### src/rtl/calc_pkg.sv
// ---------------------------------------------------------------------------
// calc_pkg
// Shared definitions for the calculator key sequencer: keypad key codes,
// ALU operation codes, sequencer state encodings and key classification
// helpers.
// ---------------------------------------------------------------------------
package calc_pkg;

   // Non-digit key codes coming from the 4x4 keypad controller
   localparam logic [3:0] KEY_ADD = 4'hA;
   localparam logic [3:0] KEY_SUB = 4'hB;
   localparam logic [3:0] KEY_MUL = 4'hC;
   localparam logic [3:0] KEY_DIV = 4'hD;
   localparam logic [3:0] KEY_EQ  = 4'hE;
   localparam logic [3:0] KEY_CLR = 4'hF;

   // Operation code presented to the arithmetic unit
   typedef enum logic [1:0] {
      OP_ADD = 2'b00,
      OP_SUB = 2'b01,
      OP_MUL = 2'b10,
      OP_DIV = 2'b11
   } op_e;

   // Sequencer state encodings (also driven onto state_o)
   localparam logic [2:0] ST_ENTER_A = 3'd0;
   localparam logic [2:0] ST_OP_WAIT = 3'd1;
   localparam logic [2:0] ST_ENTER_B = 3'd2;
   localparam logic [2:0] ST_REQ     = 3'd3;
   localparam logic [2:0] ST_RESULT  = 3'd4;

   function automatic logic is_digit(input logic [3:0] tecla);
      return (tecla <= 4'd9);
   endfunction

   function automatic logic is_op(input logic [3:0] tecla);
      return (tecla >= KEY_ADD) && (tecla <= KEY_DIV);
   endfunction

   function automatic logic [1:0] key_to_op(input logic [3:0] tecla);
      op_e op_v;
      case (tecla)
         KEY_ADD: op_v = OP_ADD;
         KEY_SUB: op_v = OP_SUB;
         KEY_MUL: op_v = OP_MUL;
         KEY_DIV: op_v = OP_DIV;
         default: op_v = OP_ADD;
      endcase
      return op_v;
   endfunction

endpackage

### src/rtl/key_event_detect.sv
// ---------------------------------------------------------------------------
// key_event_detect
// Turns the debounced keypad "ready" level into a single-cycle key event.
// ready is registered twice; the event fires on the cycle after ready is
// first seen high, when the keypad's registered tecla has settled, so the
// key code is taken from tecla on that same cycle. A held key gives one
// event; ready must drop for at least one cycle before the next.
// Ports:
//   clk, reset_n   clock, asynchronous active-low reset
//   tecla  [3:0]   key code from keypad controller
//   ready          high while a key is held
//   key_evt        one-cycle pulse per key press
//   key_code [3:0] key code valid while key_evt is high
// ---------------------------------------------------------------------------
module key_event_detect (
   input  logic       clk,
   input  logic       reset_n,
   input  logic [3:0] tecla,
   input  logic       ready,
   output logic       key_evt,
   output logic [3:0] key_code
);

   logic ready_r1_r;
   logic ready_r2_r;

   // Two-stage ready pipeline used for rising-edge detection
   always_ff @(posedge clk or negedge reset_n) begin
      if (!reset_n) begin
         ready_r1_r <= 1'b0;
         ready_r2_r <= 1'b0;
      end else begin
         ready_r1_r <= ready;
         ready_r2_r <= ready_r1_r;
      end
   end

   assign key_evt  = ready_r1_r & ~ready_r2_r;
   assign key_code = tecla;

endmodule

### src/rtl/calc_key_sequencer.sv
// ---------------------------------------------------------------------------
// calc_key_sequencer
// Assembles keypad events into calculator transactions: BCD operands A and
// B, an operator, a held request to the ALU and a latched result for the
// display. Operator keys pressed while entering B chain a new operation
// onto the result.
// Ports:
//   clk, reset_n        clock, asynchronous active-low reset
//   tecla[3:0], ready   keypad controller output
//   calc_ack            ALU done, calc_result valid this cycle
//   calc_result         BCD result from ALU
//   operand_a/b         BCD operands to ALU
//   op_code[1:0]        00 add, 01 sub, 10 mul, 11 div
//   calc_req            held high until calc_ack
//   disp_value          A, B or result depending on state
//   state_o[2:0]        current state
// ---------------------------------------------------------------------------
module calc_key_sequencer
   import calc_pkg::*;
#(
   parameter int NDIG = 4
) (
   input  logic              clk,
   input  logic              reset_n,
   input  logic [3:0]        tecla,
   input  logic              ready,
   input  logic              calc_ack,
   input  logic [4*NDIG-1:0] calc_result,
   output logic [4*NDIG-1:0] operand_a,
   output logic [4*NDIG-1:0] operand_b,
   output logic [1:0]        op_code,
   output logic              calc_req,
   output logic [4*NDIG-1:0] disp_value,
   output logic [2:0]        state_o
);

   localparam int W  = 4 * NDIG;
   localparam int CW = $clog2(NDIG + 1);
   localparam logic [CW-1:0] CNT_MAX = CW'(NDIG);
   localparam logic [CW-1:0] CNT_ONE = CW'(1);

   logic          key_evt_s;
   logic [3:0]    key_code_s;

   logic [2:0]    state_r, state_n;
   logic [W-1:0]  a_r, a_n, b_r, b_n, res_r, res_n, disp_r, disp_n;
   logic [CW-1:0] cnt_a_r, cnt_a_n, cnt_b_r, cnt_b_n;
   logic [1:0]    op_r, op_n, pend_r, pend_n;
   logic          chain_r, chain_n, req_r, req_n;
   logic [W-1:0]  digit_ext_s;

   key_event_detect u_key_event_detect (
      .clk      (clk),
      .reset_n  (reset_n),
      .tecla    (tecla),
      .ready    (ready),
      .key_evt  (key_evt_s),
      .key_code (key_code_s)
   );

   assign digit_ext_s = {{(W-4){1'b0}}, key_code_s};

   // Next-state logic: key events, ALU handshake and operand assembly
   always_comb begin
      state_n = state_r;
      a_n     = a_r;
      b_n     = b_r;
      res_n   = res_r;
      cnt_a_n = cnt_a_r;
      cnt_b_n = cnt_b_r;
      op_n    = op_r;
      pend_n  = pend_r;
      chain_n = chain_r;
      req_n   = req_r;
      if (key_evt_s && (key_code_s == KEY_CLR)) begin
         // Clear wins in every state, including over a coincident calc_ack
         state_n = ST_ENTER_A;
         a_n     = '0;
         b_n     = '0;
         res_n   = '0;
         cnt_a_n = '0;
         cnt_b_n = '0;
         op_n    = 2'b00;
         pend_n  = 2'b00;
         chain_n = 1'b0;
         req_n   = 1'b0;
      end else begin
         case (state_r)
            ST_ENTER_A: begin
               if (key_evt_s && is_digit(key_code_s)) begin
                  if (cnt_a_r < CNT_MAX) begin
                     a_n     = {a_r[W-5:0], key_code_s};
                     cnt_a_n = cnt_a_r + CNT_ONE;
                  end else begin
                     a_n = a_r;
                  end
               end else if (key_evt_s && is_op(key_code_s)) begin
                  op_n    = key_to_op(key_code_s);
                  state_n = ST_OP_WAIT;
               end else begin
                  state_n = state_r;
               end
            end
            ST_OP_WAIT: begin
               if (key_evt_s && is_digit(key_code_s)) begin
                  b_n     = digit_ext_s;
                  cnt_b_n = CNT_ONE;
                  state_n = ST_ENTER_B;
               end else if (key_evt_s && is_op(key_code_s)) begin
                  op_n = key_to_op(key_code_s);
               end else begin
                  state_n = state_r;
               end
            end
            ST_ENTER_B: begin
               if (key_evt_s && is_digit(key_code_s)) begin
                  if (cnt_b_r < CNT_MAX) begin
                     b_n     = {b_r[W-5:0], key_code_s};
                     cnt_b_n = cnt_b_r + CNT_ONE;
                  end else begin
                     b_n = b_r;
                  end
               end else if (key_evt_s && (key_code_s == KEY_EQ)) begin
                  chain_n = 1'b0;
                  req_n   = 1'b1;
                  state_n = ST_REQ;
               end else if (key_evt_s && is_op(key_code_s)) begin
                  // Operator after B: compute now, apply this operator to the result
                  pend_n  = key_to_op(key_code_s);
                  chain_n = 1'b1;
                  req_n   = 1'b1;
                  state_n = ST_REQ;
               end else begin
                  state_n = state_r;
               end
            end
            ST_REQ: begin
               if (calc_ack) begin
                  res_n = calc_result;
                  req_n = 1'b0;
                  if (chain_r) begin
                     a_n     = calc_result;
                     cnt_a_n = CNT_MAX;
                     op_n    = pend_r;
                     chain_n = 1'b0;
                     state_n = ST_OP_WAIT;
                  end else begin
                     state_n = ST_RESULT;
                  end
               end else begin
                  req_n = 1'b1;
               end
            end
            ST_RESULT: begin
               if (key_evt_s && is_digit(key_code_s)) begin
                  a_n     = digit_ext_s;
                  cnt_a_n = CNT_ONE;
                  b_n     = '0;
                  cnt_b_n = '0;
                  state_n = ST_ENTER_A;
               end else if (key_evt_s && is_op(key_code_s)) begin
                  a_n     = res_r;
                  cnt_a_n = CNT_MAX;
                  op_n    = key_to_op(key_code_s);
                  state_n = ST_OP_WAIT;
               end else if (key_evt_s && (key_code_s == KEY_EQ)) begin
                  // Repeat the last operation on the result with the same B
                  a_n     = res_r;
                  cnt_a_n = CNT_MAX;
                  chain_n = 1'b0;
                  req_n   = 1'b1;
                  state_n = ST_REQ;
               end else begin
                  state_n = state_r;
               end
            end
            default: begin
               state_n = ST_ENTER_A;
               req_n   = 1'b0;
            end
         endcase
      end
   end

   // Display source follows the state being entered so it updates with it
   always_comb begin
      case (state_n)
         ST_ENTER_A, ST_OP_WAIT: disp_n = a_n;
         ST_ENTER_B, ST_REQ:     disp_n = b_n;
         ST_RESULT:              disp_n = res_n;
         default:                disp_n = '0;
      endcase
   end

   // State and datapath registers
   always_ff @(posedge clk or negedge reset_n) begin
      if (!reset_n) begin
         state_r <= ST_ENTER_A;
         a_r     <= '0;
         b_r     <= '0;
         res_r   <= '0;
         disp_r  <= '0;
         cnt_a_r <= '0;
         cnt_b_r <= '0;
         op_r    <= 2'b00;
         pend_r  <= 2'b00;
         chain_r <= 1'b0;
         req_r   <= 1'b0;
      end else begin
         state_r <= state_n;
         a_r     <= a_n;
         b_r     <= b_n;
         res_r   <= res_n;
         disp_r  <= disp_n;
         cnt_a_r <= cnt_a_n;
         cnt_b_r <= cnt_b_n;
         op_r    <= op_n;
         pend_r  <= pend_n;
         chain_r <= chain_n;
         req_r   <= req_n;
      end
   end

   assign operand_a  = a_r;
   assign operand_b  = b_r;
   assign op_code    = op_r;
   assign calc_req   = req_r;
   assign disp_value = disp_r;
   assign state_o    = state_r;

endmodule

### config.mk
export PLATFORM = sky130hd
export DESIGN_NAME = calc_key_sequencer
export DESIGN_NICKNAME = d
export VERILOG_FILES = /design/src/rtl/calc_pkg.sv /design/src/rtl/key_event_detect.sv /design/src/rtl/calc_key_sequencer.sv
export SDC_FILE = /design/constraint.sdc
export NUM_CORES = 1
export LEC_CHECK = 0
export BUFFER_PORTS_ARGS = -buffer_cell sky130_fd_sc_hd__buf_4
export CAP_MARGIN = 25
export CORE_AREA = 5 5 87 149
export CTS_CLUSTER_SIZE = 16
export DETAILED_ROUTE_END_ITERATION = 10
export DIE_AREA = 0 0 92 154
export HOLD_SLACK_MARGIN = 0.03
export PLACE_DENSITY = 0.66
export SLEW_MARGIN = 20
export SYNTH_ARGS = -nofsm -noshare
export SYNTH_HDL_FRONTEND = slang
export SYNTH_SLANG_ARGS = --single-unit
### constraint.sdc
create_clock -name clk -period 4.4 [get_ports clk]
set_input_delay 0 -clock clk [delete_from_list [all_inputs] [get_ports clk]]
set_output_delay 0 -clock clk [all_outputs]
set_load 0.01 [all_outputs]
==> metrics.yaml, run 1 <==
final.min_clock_period_ns: 3.27
io_pins: 78
cts_tree: "yes"
post_layout_power_uw: 3850
end_kind: "flop"
drt-vias-per-instance: 6.06
relSlewSlack_pct: 36.5
synth.yosys.seq_area_share_pct: 45.1
nets: 598
cts-root-buf: "clkbuf_16"
clk_latency_ns: 0.34
vdd_drop_max_uv: 269
outcome: "finished clean"
r2r_slack_ns: 1.13
cts_setup_buffers: 0
crit_path_end: "disp_value[1]$_DFF_PN0_"
syn_nets: 519
grt_antenna_before_repair: 0
htree_num_levels: 3
mean_instance_size_in_the_synthesized_netlist_sq_um: 9.12
syn_area_sq_mm: 0.00450
number_of_global_route_vias_before_repair: 4490
period_share_pct: 74.3
power_per_cell_area_mw_per_mm2: 681
crit_path_start: "state_o[2]$_DFF_PN0_"
ant_nets: 0
cts-root-to-sink-buffers: 2
finalSetupViolCount: 0
highest_count_cells_in_the_layout_ignoring_fill_and_taps: "82 x buf_4, 81 x dfrtp_1, 68 x nand2_1, 51 x a21oi_1, 45 x nor2_1"
crit_path_kind: "reg -> reg"
postSynthCellCount: 493
ys_dominant_reg_cell: "dfrtp_1"
dp.final_hpwl_um: 11400
fin_setup_tns_ns: 0
hp-class: "in -> reg"
buffer_ports.inserted: 77
netlist-cell-type-count: 63
fp.coreArea_sq_mm: 0.0116
fin_worst_skew_ns: 0.00724
reg2reg_start: "state_o[2]$_DFF_PN0_"
crit_path_start_kind: "flop"
synth_edf_count: 0
die-area_sq_mm: 0.0142
tightest_slew_ns: 0.952
post_drt_wl_per_cell_um: 21.8
r2r_cells: 6
syn2layout_area_growth_pct: 25.7
reg2reg_to: "disp_value[1]$_DFF_PN0_"
diodes: 0
clkTransAtPathRegs_ns: 0.07
crit_required_ns: 4.68
power.static_leakage_uw: 0.00252
post-route-drc-count: 0
rsz0062_at_grt: "no"
max_freq_ghz: 0.306
n_fill_cell: 1119
num_vias: 4318
share_of_cells_above_drive_strength_1_pct: 20.8
pin_count_of_the_biggest_net_entering_global_routing: 82
layout_commonest_cell: "buf_4"
postRouteWirelength_um: 15600
dr_iter_0_viols: 234
initial_core_util_pct: 38.8
crit_arrival_ns: 3.55
max-cap-violations: 0
timing_max_transition_violations_final: 0
ctsHoldBuffers: 20
fp-row-count: 52
die-height_um: 154
overflow: 0
cts_made_buffers: 9
fp.dieW_um: 92
ys_async_sr_fraction_pct: 100
critPathMaxFanout: 25
cts.sinks: 81
yosys_warnings: 0
hold_viol: 0
drt_pass1_iterations: 4
grt_use_total_pct: 22.1
yosys_register_bits: 81
wire_length_of_the_first_global_routing_pass_um: 24400
globalplace.congestion: 0.974
post_cts_resize_count: 0
routing by layer:
metal  share of wire, %  up-vias  track usage [%]
met5                  0        -                0
met4                4.9        0             13.0
met3                5.2       43             4.79
met2                 54      178             40.1
met1                 36     2105             23.0
li1                   -     1992                -
logic make-up after synthesis:
| group | synth area share [%] |
|---|---|
| AOI/OAI and AO/OA | 25.7 |
| buffers and inverters | 4.17 |
| and+or+nand+nor | 19.7 |
| adders and majority gates | 0.556 |
| DFF | 45.1 |
| muxes | 4.59 |
| xor gates and xnor gates | 0.195 |
flip-flops by register name, indices dropped and copies added (netlist names):
register and cells:
u_key_event_detect.ready_r2_r 1, cnt_b_r 3, u_key_event_detect.ready_r1_r 1, pend_r 2, calc_req 1, cnt_a_r 3, disp_value 16, res_r 16
state_o 3, op_code 2, chain_r 1, operand_b 16, operand_a 16
cell usage after synthesis, types with 3 or more instances:
master | number | share of area (%)
a211oi_1 | 6 | 1.0
and3_1 | 9 | 1.3
o221a_2 | 6 | 1.5
o21ai_1 | 9 | 1.0
inv_1 | 5 | 0.42
a21oi_1 | 51 | 5.7
buf_2 | 17 | 1.9
nor2_2 | 3 | 0.42
mux2_1 | 4 | 1.0
a22oi_1 | 14 | 2.3
nand2_1 | 68 | 5.7
clkbuf_1 | 15 | 1.3
and2_1 | 14 | 1.9
a32o_1 | 4 | 0.89
o221ai_1 | 8 | 1.6
a221oi_1 | 5 | 0.97
nand3_1 | 7 | 0.78
or3b_1 | 5 | 0.97
or3_1 | 3 | 0.42
o22ai_1 | 4 | 0.56
mux2i_1 | 15 | 3.3
nand2b_1 | 3 | 0.42
a31oi_1 | 6 | 0.83
nor2b_1 | 4 | 0.56
nor2_1 | 46 | 3.8
a221o_1 | 16 | 3.6
dfrtp_1 | 81 | 45
o21ai_0 | 13 | 1.4
nor3_1 | 11 | 1.2
o211ai_1 | 3 | 0.50
where the power goes:
group          internal (uW)  total [uW]  leakage, uW  switching, uW
clock                    462         782     0.000147            320
sequential              1030        1340      0.00104            311
combinational            806        1730      0.00133            926
total                   2290        3850      0.00252           1560
worst min path at each step:
stage / depth (start not counted) / slack (ns) / endpoint / start
after floorplan: 0 / -0.30 / calc_req$_DFFE_PN0P_ / reset_n
after global placement: 1 / 0.11 / u_key_event_detect.ready_r1_r$_DFF_PN0_ / ready
after detailed placement: 1 / 0.11 / u_key_event_detect.ready_r1_r$_DFF_PN0_ / ready
after CTS: 3 / 0.11 / operand_b[0]$_DFF_PN0_ / tecla[0]
after global routing: 3 / 0.11 / operand_b[0]$_DFF_PN0_ / tecla[0]
final: 3 / 0.11 / operand_b[0]$_DFF_PN0_ / tecla[0]
through the flow:
step	hold WS [ns]	instances	instance area, sq um	utilization (%)	worst slack, ns
after floorplan	-0.296	493	4500	-	2.19
after detailed placement	0.113	676	5140	44.4	1.20
after CTS	0.112	712	5650	48.8	1.20
final	0.109	712	5650	48.8	1.13
after global routing	0.112	712	5650	48.8	0.969
after global placement	0.111	676	5140	44.4	1.32
worst max-delay path: stages (launching register included):
cell     delay (ns)
dfrtp_1        0.84
and3b_1        0.29
nand2_1        0.54
o21ai_1        0.10
and3_1         0.44
nor2_2         0.71
a221o_1        0.27
cell type report:
class / count / area [sq um] / area share, %
Sequential cell: 81 / 2030 / 35.8
Multi-Input combinational cell: 371 / 2290 / 40.6
Timing Repair Buffer: 103 / 827 / 14.6
Tap cell: 135 / 169 / 2.99
Clock inverter: 6 / 73.8 / 1.31
Inverter: 6 / 23.8 / 0.420
Clock buffer: 10 / 239 / 4.23
Power figures use the tool's default switching activity.
==> inputs of run 2 (changes only) <==
- clock period: 4.4 -> 3.4 ns (I/O delays scaled with it)
==> metrics.yaml, run 2 (synthesis gave the netlist of run 1 again) <==
n_fill_cell: 1120
reg2reg_to: "disp_value[5]$_DFF_PN0_"
r2r_slack_ns: 0.53
die-height_um: 154
drt_pass1_iterations: 5
number_of_global_route_vias_before_repair: 4734
die-area_sq_mm: 0.0142
layout_commonest_cell: "buf_4"
final.min_clock_period_ns: 2.87
grt_use_total_pct: 23.8
end_kind: "flop"
dp.final_hpwl_um: 11900
power_frac_seq_pct: 34.0
fp.dieW_um: 92
syn2layout_area_growth_pct: 26.8
share_comb_of_total_power_pct: 45.5
total_switching_power_uw: 2060
ctsHoldBuffers: 19
post_drt_wl_per_cell_um: 23.1
ff_latch_area_sq_mm: 0.00203
initial_core_util_pct: 38.8
fp.coreArea_sq_mm: 0.0116
hold_viol: 0
ant_nets: 0
outcome: "finished clean"
nets: 606
power_per_cell_area_mw_per_mm2: 893
holdCritStartpoint: "tecla[3]"
max_freq_ghz: 0.349
rsz0062_at_grt: "no"
htree_num_levels: 3
power.switching_fraction_pct: 40.4
final_cells: 719
crit_path_start_kind: "flop"
hp-class: "in -> reg"
cts-root-to-sink-buffers: 2
finalSetupViolCount: 0
worst_hold_path.endpoint: "pend_r[1]$_DFFE_PN0P_"
internal_power_uw: 3040
pin_count_of_the_biggest_net_entering_global_routing: 82
reg2reg_start: "state_o[1]$_DFF_PN0_"
power.clock.fraction_pct: 20.4
postRouteWirelength_um: 16600
cts_tree: "yes"
fin_worst_skew_ns: 0.0140
timing.hold.ws_ns: 0.0309
r2r_cells: 7
num_vias: 4468
clkTransAtPathRegs_ns: 0.07
clk_latency_ns: 0.34
cts_made_buffers: 9
dpl.cell_count: 685
buffer_ports.inserted: 77
relSlewSlack_pct: 35.4
overflow: 0
power.static_leakage_uw: 0.00256
multi_input_area_sq_mm: 0.00229
crit_path_kind: "reg -> reg"
max-cap-violations: 0
crit_required_ns: 3.67
highest_count_cells_in_the_layout_ignoring_fill_and_taps: "91 x buf_4, 81 x dfrtp_1, 68 x nand2_1, 51 x a21oi_1, 45 x nor2_1"
io_pins: 78
post-route-drc-count: 0
crit_arrival_ns: 3.14
critPathMaxFanout: 19
globalplace.congestion: 0.947
fin_setup_tns_ns: 0
diodes: 0
whs_path_depth: 3
tightest_slew_ns: 0.968
post_cts_resize_count: 0
period_share_pct: 84.3
fp-row-count: 52
dr_iter_0_viols: 255
cts_setup_buffers: 0
drt-vias-per-instance: 6.21
cts-root-buf: "clkbuf_16"
wire_length_of_the_first_global_routing_pass_um: 26300
cts.sinks: 81
timing_max_transition_violations_final: 0
grt_antenna_before_repair: 0
post_layout_power_uw: 5100
vdd_drop_max_uv: 323
share_of_cells_above_drive_strength_1_pct: 21.6
-- run 2: through the flow --
| stage | util (%) | setup slack [ns] | area, sq um |
|---|---|---|---|
| CTS | 49.2 | 0.572 | 5700 |
| detailed placement | 44.9 | 0.581 | 5200 |
| finish | 49.3 | 0.534 | 5710 |
| floorplan | - | 1.19 | 4500 |
| global placement | 44.9 | 0.695 | 5200 |
| global route | 49.3 | 0.344 | 5710 |
-- run 2: metal layers --
layer / GRT usage, % / wire (um) / part of all wire, %
met3: 3.57 / 873 / 5.3
met2: 41.7 / 8630 / 52
met5: 0 / 0 / 0
met1: 26.4 / 6060 / 36
met4: 15.7 / 1040 / 6.3
-- run 2: worst max path at each step --
stage,slack [ns],startpoint,end
after global routing,0.34,state_o[1]$_DFF_PN0_,disp_value[5]$_DFF_PN0_
after CTS,0.57,state_o[1]$_DFF_PN0_,disp_value[6]$_DFF_PN0_
final,0.53,state_o[1]$_DFF_PN0_,disp_value[5]$_DFF_PN0_
after detailed placement,0.58,state_o[1]$_DFF_PN0_,disp_value[4]$_DFF_PN0_
after floorplan,1.19,state_o[1]$_DFF_PN0_,disp_value[5]$_DFF_PN0_
after global placement,0.70,state_o[2]$_DFF_PN0_,disp_value[4]$_DFF_PN0_
-- run 2: power by group through the flow --
stage / Clock [uW] / Sequential (uW) / Combinational, uW
3_3_place_gp: 0 / 1730 / 2240
2_1_floorplan: 0 / 1680 / 1360
6_report: 1040 / 1740 / 2320
3_5_place_dp: 0 / 1740 / 2280
4_1_cts: 1050 / 1730 / 2310
5_1_grt: 1090 / 1780 / 2530
-- run 2: cell type report --
class,count,area share (%)
inverter,6,0.417
sequential,81,35.5
tap,135,2.96
multi-input combinational,371,40.2
timing repair buffer,111,15.5
clock buffer,10,4.01
clock inverter,5,1.43
-- run 2: worst max-delay path, stage by stage (launching register included) --
cell	delay, ns
dfrtp_1	0.68
or3b_1	0.47
a21oi_4	0.12
o2111a_1	0.19
o21ai_2	0.19
clkinv_2	0.09
nor2_2	0.76
a221o_1	0.28
